### config.mk
export PLATFORM = sky130hd
export DESIGN_NAME = stack_call_sequencer
export DESIGN_NICKNAME = d
export VERILOG_FILES = /design/src/rtl/stack_call_sequencer.sv
export SDC_FILE = /design/constraint.sdc
export NUM_CORES = 1
export LEC_CHECK = 0
export CELL_PAD_IN_SITES_DETAIL_PLACEMENT = 0
export CELL_PAD_IN_SITES_GLOBAL_PLACEMENT = 1
export CORE_MARGIN = 2
export CORE_UTILIZATION = 42
export CTS_CLUSTER_DIAMETER = 200
export DETAILED_ROUTE_END_ITERATION = 8
export GPL_TIMING_DRIVEN = 1
export PLACE_DENSITY_LB_ADDON = 0.15
export SLEW_MARGIN = 20
export SYNTH_ARGS = -nofsm -noshare
export SYNTH_HDL_FRONTEND = slang
export SYNTH_SLANG_ARGS = --single-unit
### constraint.sdc
create_clock -name clk -period 7.7 [get_ports clk]
set_input_delay 1.54 -clock clk [delete_from_list [all_inputs] [get_ports clk]]
set_output_delay 1.54 -clock clk [all_outputs]
set_load 0.01 [all_outputs]
### src/rtl/stack_call_sequencer.sv
// Stack call/return sequencer: steps CALL, RET, INT and RTI through their stack
// pushes and pops, owns the stack pointer, then loads PC (and flags for RTI).
// Optional build macro: STACK_BOUNDS_CHECK_EN adds overflow/underflow detection
// with a sticky stack_err_o; without it the stack pointer wraps silently.
module stack_call_sequencer #(
    parameter int unsigned        ADDR_W  = 12,
    parameter int unsigned        PC_W    = 32,
    parameter logic [ADDR_W-1:0]  SP_INIT = ADDR_W'((1 << ADDR_W) - 1)
) (
    input  logic              clk,
    input  logic              rst,
    input  logic              start_i,
    input  logic [1:0]        op_i,
    input  logic [PC_W-1:0]   pc_ret_i,
    input  logic [PC_W-1:0]   target_i,
    input  logic [2:0]        flags_in_i,
    input  logic [15:0]       mem_rdata_i,
    output logic              busy_o,
    output logic [ADDR_W-1:0] mem_addr_o,
    output logic [15:0]       mem_wdata_o,
    output logic              mem_we_o,
    output logic              mem_re_o,
    output logic [ADDR_W-1:0] sp_o,
    output logic              pc_load_o,
    output logic [PC_W-1:0]   pc_out_o,
    output logic              flags_load_o,
    output logic [2:0]        flags_out_o,
    output logic              done_o,
    output logic              stack_err_o
);

    typedef enum logic [1:0] {OpCall, OpRet, OpInt, OpRti} op_e;

    typedef enum logic [3:0] {
        StIdle, StPushF, StPushH, StPushL, StPopL, StPopH, StPopF, StCapt, StLoad
    } state_e;

    state_e            state_q, state_d, next_st;
    op_e               op_q, op_d;
    logic [ADDR_W-1:0] sp_q, sp_d;
    logic [PC_W-1:0]   pc_ret_q, pc_ret_d, target_q, target_d, pc_out_q, pc_out_d;
    logic [2:0]        flags_q, flags_d, flags_out_q, flags_out_d;
    logic [15:0]       lo_q, lo_d, hi_q, hi_d, push_data, hi_sel;
    logic [31:0]       pc_ret_w;
    logic              push_req, pop_req, stack_full, stack_empty;

    // Return address is always saved as two 16-bit halves
    assign pc_ret_w    = 32'(pc_ret_q);
    assign sp_o        = sp_q;
    assign pc_out_o    = pc_out_q;
    assign flags_out_o = flags_out_q;

`ifdef STACK_BOUNDS_CHECK_EN
    logic err_q, err_d;

    assign stack_full  = (sp_q == '0);
    assign stack_empty = (sp_q == SP_INIT);
    assign err_d       = err_q | (push_req & stack_full) | (pop_req & stack_empty);
    assign stack_err_o = err_q;

    // Sticky bounds error, cleared only by reset
    always_ff @(posedge clk or posedge rst) begin
        if (rst) begin
            err_q <= 1'b0;
        end else begin
            err_q <= err_d;
        end
    end
`else
    assign stack_full  = 1'b0;
    assign stack_empty = 1'b0;
    assign stack_err_o = 1'b0;
`endif

    // State and datapath registers; reset aborts any operation in flight
    always_ff @(posedge clk or posedge rst) begin
        if (rst) begin
            state_q     <= StIdle;
            op_q        <= OpCall;
            sp_q        <= SP_INIT;
            pc_ret_q    <= '0;
            target_q    <= '0;
            flags_q     <= '0;
            lo_q        <= '0;
            hi_q        <= '0;
            pc_out_q    <= '0;
            flags_out_q <= '0;
        end else begin
            state_q     <= state_d;
            op_q        <= op_d;
            sp_q        <= sp_d;
            pc_ret_q    <= pc_ret_d;
            target_q    <= target_d;
            flags_q     <= flags_d;
            lo_q        <= lo_d;
            hi_q        <= hi_d;
            pc_out_q    <= pc_out_d;
            flags_out_q <= flags_out_d;
        end
    end

    // Next-state, stack traffic and strobes
    always_comb begin
        state_d      = state_q;
        op_d         = op_q;
        sp_d         = sp_q;
        pc_ret_d     = pc_ret_q;
        target_d     = target_q;
        flags_d      = flags_q;
        lo_d         = lo_q;
        hi_d         = hi_q;
        pc_out_d     = pc_out_q;
        flags_out_d  = flags_out_q;
        next_st      = StIdle;
        push_req     = 1'b0;
        pop_req      = 1'b0;
        push_data    = '0;
        hi_sel       = mem_rdata_i;
        busy_o       = (state_q != StIdle);
        mem_addr_o   = sp_q;
        mem_wdata_o  = '0;
        mem_we_o     = 1'b0;
        mem_re_o     = 1'b0;
        pc_load_o    = 1'b0;
        flags_load_o = 1'b0;
        done_o       = 1'b0;

        unique case (state_q)
            StIdle: begin
                if (start_i) begin
                    op_d     = op_e'(op_i);
                    pc_ret_d = pc_ret_i;
                    target_d = target_i;
                    flags_d  = flags_in_i;
                    unique case (op_e'(op_i))
                        OpCall:       state_d = StPushH;
                        OpInt:        state_d = StPushF;
                        OpRet, OpRti: state_d = StPopL;
                    endcase
                end
            end
            StPushF: begin
                push_req  = 1'b1;
                push_data = {13'b0, flags_q};
                next_st   = StPushH;
            end
            StPushH: begin
                push_req  = 1'b1;
                push_data = pc_ret_w[31:16];
                next_st   = StPushL;
            end
            StPushL: begin
                push_req  = 1'b1;
                push_data = pc_ret_w[15:0];
                next_st   = StLoad;
            end
            StPopL: begin
                pop_req = 1'b1;
                next_st = StPopH;
            end
            StPopH: begin
                // Read data here answers the POP_L read
                pop_req = 1'b1;
                lo_d    = mem_rdata_i;
                next_st = (op_q == OpRti) ? StPopF : StCapt;
            end
            StPopF: begin
                pop_req = 1'b1;
                hi_d    = mem_rdata_i;
                next_st = StCapt;
            end
            StCapt: begin
                // RET: last read is the high half; RTI: last read is the flag word
                if (op_q == OpRti) begin
                    hi_sel      = hi_q;
                    flags_out_d = mem_rdata_i[2:0];
                end
                pc_out_d = PC_W'({hi_sel, lo_q});
                state_d  = StLoad;
            end
            StLoad: begin
                pc_load_o    = 1'b1;
                flags_load_o = (op_q == OpRti);
                done_o       = 1'b1;
                state_d      = StIdle;
            end
            default: state_d = StIdle;
        endcase

        // A bounds hit suppresses the access and ends the operation without a PC load
        if (push_req) begin
            if (stack_full) begin
                done_o  = 1'b1;
                state_d = StIdle;
            end else begin
                mem_we_o    = 1'b1;
                mem_wdata_o = push_data;
                sp_d        = sp_q - ADDR_W'(1);
                state_d     = next_st;
                if (next_st == StLoad) begin
                    pc_out_d = target_q;
                end
            end
        end
        if (pop_req) begin
            if (stack_empty) begin
                done_o  = 1'b1;
                state_d = StIdle;
            end else begin
                mem_re_o   = 1'b1;
                mem_addr_o = sp_q + ADDR_W'(1);
                sp_d       = sp_q + ADDR_W'(1);
                state_d    = next_st;
            end
        end
    end

endmodule

Word level (Yosys, flattened, before mapping)
Index checks and enable logic that the tools add are counted.

storage, ports and cells
  flip-flop bits (word level) = 152
  bits of input ports = 88
  output and inout port bits = 82

cells by class
  add/sub/neg operators = 2
  equal/unequal tests = 15
  multiplexer cells = 22
  reductions and logical operators = 11

operator list
  operator                                               number
  2-to-1 mux 32 bit                                      3
  one-hot mux 16 bit (3 select lines)                    1
  2-to-1 mux 12 bit                                      3
  2-to-1 mux 16 bit                                      2
  one-hot mux 4 bit (3 select lines)                     2
  one-hot mux 4 bit (6 select lines)                     1
  equality test 4 x 3 -> 1 bit, second input constant    4
  adder 12 x 1 -> 12 bit, second input constant          1
  2-to-1 mux 4 bit                                       3
  subtractor 12 x 1 -> 12 bit, second input constant     1
  equality test 4 x 2 -> 1 bit, second input constant    2
  equality test 4 bit, second input constant             2
  2-to-1 mux 1 bit                                       7
  equality test 2 bit, second input constant             3
  AND reduction 2 bit                                    3
  OR reduction 3 bit                                     2
  OR reduction 6 bit                                     1
  equality test 4 x 1 -> 1 bit, second input constant    1
  zero test 4 bit                                        1
  inequality test 4 bit, second input constant           1
  nonzero test 4 bit                                     1
  inequality test 3 x 1 -> 1 bit, second input constant  1
  equality test 2 x 1 -> 1 bit, second input constant    1
  zero test 2 bit                                        1
  other kinds (2)                                        2

Longest topological paths before layout
  word-level depth = 7
  mapped depth = 7
  depth with buffers taken out = 6

Least setup slack after synthesis
No wires, ideal clock.

  path kind = register to output
  from = register sp_q[2] (netlist: sp_o[2])
  to = output port mem_addr_o[6]
  arrival time = 1.673 ns
  data required time = 6.160 ns
  slack = 4.487 ns
  cell stages (with the launch flop) = 6
  path buffers = 1
  path through = dfstp_2 > clkbuf_1 > nand3_1 > nor3_2 > and3_1 > xor2_1

on the way
  longest elaborated chain between the ends = 2

RTL lines
  item                    RTL line  source
  from (decl)             40        logic [ADDR_W-1:0] sp_q, sp_d;
  from (signal assigned)  91        sp_q <= sp_d;
  adder 12 x 1 -> 12 bit  211       mem_addr_o = sp_q + ADDR_W'(1);
  2-to-1 mux 12 bit       205       if (pop_req) begin
  to (decl)               19        output logic [ADDR_W-1:0] mem_addr_o,

No other way between the ends.

Final worst setup path
  from = register state_q[3]
  to = output port mem_wdata_o[8]

on the way
  longest elaborated chain between the ends = 4

RTL lines
  item                                                                                 RTL line  source
  from (decl)                                                                          38        state_e state_q, state_d, next_st;
  from (signal assigned)                                                               78        state_q <= StIdle;
  from (signal assigned)                                                               89        state_q <= state_d;
  equality test 4 x 2 -> 1 bit / equality test 4 x 1 -> 1 bit (equally long branches)  128       unique case (state_q)
  OR reduction 3 bit (no line)                                                         -
  2-to-1 mux 1 bit                                                                     128
  2-to-1 mux 16 bit *                                                                  191       if (push_req) begin
  to (decl)                                                                            20        output logic [15:0] mem_wdata_o,

Every way passes the cells marked *; elsewhere a longest branch is shown, timed or not.

==> metrics.txt <==
Worst path max stage delay ~880 ps; largest buffer count on any clock path 2; asr flop ratio synth 100%; global-route wire length before repair 28000 µm; Fin Hold WS between 400 and 500 ps; Root Driver clkbuf_16; Sw Ratio 33.2%; CORE AREA roughly 16000 µm²; GRT Overall Usage 20.3%; Worst R2R Setup Slack roughly 5400 ps; Clock power frac a little over 20%; Crit Reg-Reg Endpoint target_q[5]; initial antenna violation count 0; TritonCTS clock tree built; Port Buffers roughly 170; CP Launch Type flip-flop; cell taking the most area after synthesis dfrtp_1; First-pass DRT Iterations 4; Logic pwr share between 40% and 50%; routed via count between 5000 and 6000; drt wl/cell 17.9 µm; YS warnings 0; post-synthesis register bit count ~150; DR iter-0 viols 237; Power Total 3960 µW; leading register cell type out of synthesis dfrtp_1; setup_tns 0 ps; DP HPWL about 12000 µm; Residual DRC 0; status completed; starting density of the core between 40% and 50%; largest net degree at the start of global routing a little over 90; Critical Path End Type output port; Setup WS post-layout around 3200 ps; worst-path cell chain or2_1, nor2_1, a22o_1, clkdlybuf4s50_1; Syn Nets 675; PD cells between 400 and 500 nW/µm²; Leak ~0.0039 µW; Critical Path End mem_wdata_o[8]; period utilization roughly 59%; mean area per synthesized cell between 10 and 15 µm²; nets 825; Int Pwr around 2600 µW; commonest non-fill, non-tap cell in the layout clkdlybuf4s50_1; hold_buf cts 0; die area 17400 µm²; Place WS between 3000 and 4000 ps; Reg clk slew, reported paths about 60 ps; Min-Delay Startpoint target_q[22]; Min-Delay Path Class flip-flop to flip-flop; io pins between 150 and 200; CTS HTree Levels 4; fraction of layout cells with a size suffix above 1 roughly 22%; most frequent cells in the layout clkdlybuf4s50_1, dfrtp_1, mux2_2; worst hold path stage count 2; Rel. slew slack between 20% and 30%; CTS buffer count 17; RSZ-0062 raised after global routing no; Die Wd 132 µm; Post-synth EDFFs 0; Site Rows between 40 and 50; slowest CP cell nor2_1; crit path DAT between 2000 and 3000 ps; CTS Sinks 152; post-route ant nets 0; Netlist cell types 47; post-cts resize count 0; total gr overflow 0; Critical Path Fanout Max 13; Area contributors post-synth dfrtp_1, mux2_2, dfstp_2, nand2_1, o21ai_0; reg2reg path depth 4; Peak VDD IR approximately 0.2 mV; Crit Path Class flip-flop to output port; Syn Inst Count 583; die height between 100 and 150 µm; Post-CTS Repair Setup Buffers 0; Via density roughly 5.2; Slew @ Worst Pin between 1000 and 1500 ps; Fin. Hold Viols 0; area grow syn2layout 34.7%; Switch Pwr between 1000 and 1500 µW; number of global-route vias before repair 5187; clock latency on the worst-skew pair between 400 and 500 ps; crit path from state_q[3]; Final Critical Period between 4000 and 5000 ps; Slew Limit Fails 0; final setup fails 0; area fraction of the dominant cell type after synthesis just over 50%; r2r startpoint state_q[3]; Mapped Area 6880 µm²; part of the Yosys area used for sequential elements roughly 55%; ANT cells 0; FMAX between 200 and 250 MHz; global placement routability congestion roughly 0.78; Seq pwr share between 30 and 40%; CP Data Required Time 6160 ps; Max Cap Viol 0; clock skew around 5.9 ps; wirelength, routed 17200 µm
## worst max-delay path, delay by kind of cell (launching register included)
family                 cells  cell delay (ps)
AO/OA/AOI/OAI              1              290
buffers and inverters      1              530
flip-flops                 1              440
AND/OR/NAND/NOR            2             1270
## synthesized netlist by cell type (5+ instances only)
library cell    n
a211oi_1       18
a22o_1         13
a22oi_1         7
a31oi_1        17
and3_1         18
buf_2           9
clkbuf_1       26
dfrtp_1       140
dfstp_2        12
inv_1           7
mux2_2         97
mux2_4         10
nand2_1        60
nand3_1         6
nor2_1         38
nor3_1          5
o21ai_0        34
xnor2_1        17
## worst min-delay path by stage
stage                              end  slack [ps]
after floorplan           pc_out_o[16]         440
after global placement    pc_out_o[27]         460
after detailed placement  pc_out_o[22]         470
after CTS                 pc_out_o[22]         490
after global routing           hi_q[1]         520
final                     pc_out_o[22]         480
## sequential cells by signal, summed over array words and instances, names as in the netlist
register / cells
sp_o: 12
flags_out_o: 3
state_q: 4
pc_out_o: 32
flags_q: 3
pc_ret_q: 32
hi_q: 16
op_q: 2
lo_q: 16
target_q: 32
## layout make-up
cell class | instances | area [µm²]
Fill cell | 1349 | 6670
Sequential cell | 152 | 3820
Multi-Input combinational cell | 381 | 2850
Timing Repair Buffer | 173 | 1720
Clock buffer | 25 | 515
Tap cell | 216 | 270
Clock inverter | 7 | 65.1
Inverter | 8 | 35.0
## per-layer routing
layer,up-vias,GRT usage (%),wire length [µm]
met1,2492,27.3,7860
li1,2368,-,-
met4,0,6.46,133
met2,141,31.7,8020
met3,10,6.15,1170
met5,-,0,0
## kinds of logic after synthesis
group	synth area share, %
AOI/OAI and AO/OA	9.71
xor gates and xnor gates	2.55
adders and majority gates	0.727
buffers and inverters	3.33
DFF	55.5
muxes	18.1
other	0.0545
and+or+nand+nor	10.1
## through the flow
stage,instances,util (%),instance area [µm²]
4_1_cts,962,58.1,9270
2_1_floorplan,583,-,6880
5_1_grt,962,58.1,9270
3_5_place_dp,930,54.5,8690
6_report,962,58.1,9270
3_3_place_gp,930,54.5,8690
## power by group through the flow
stage	combinational [µW]	sequential, µW	clock (µW)
floorplan	1000	1470	0
global placement	1580	1530	0
detailed placement	1620	1550	0
CTS	1630	1540	828
global route	1760	1600	863
finish	1610	1540	813
No activity file was read; power rests on OpenSTA's default activity.
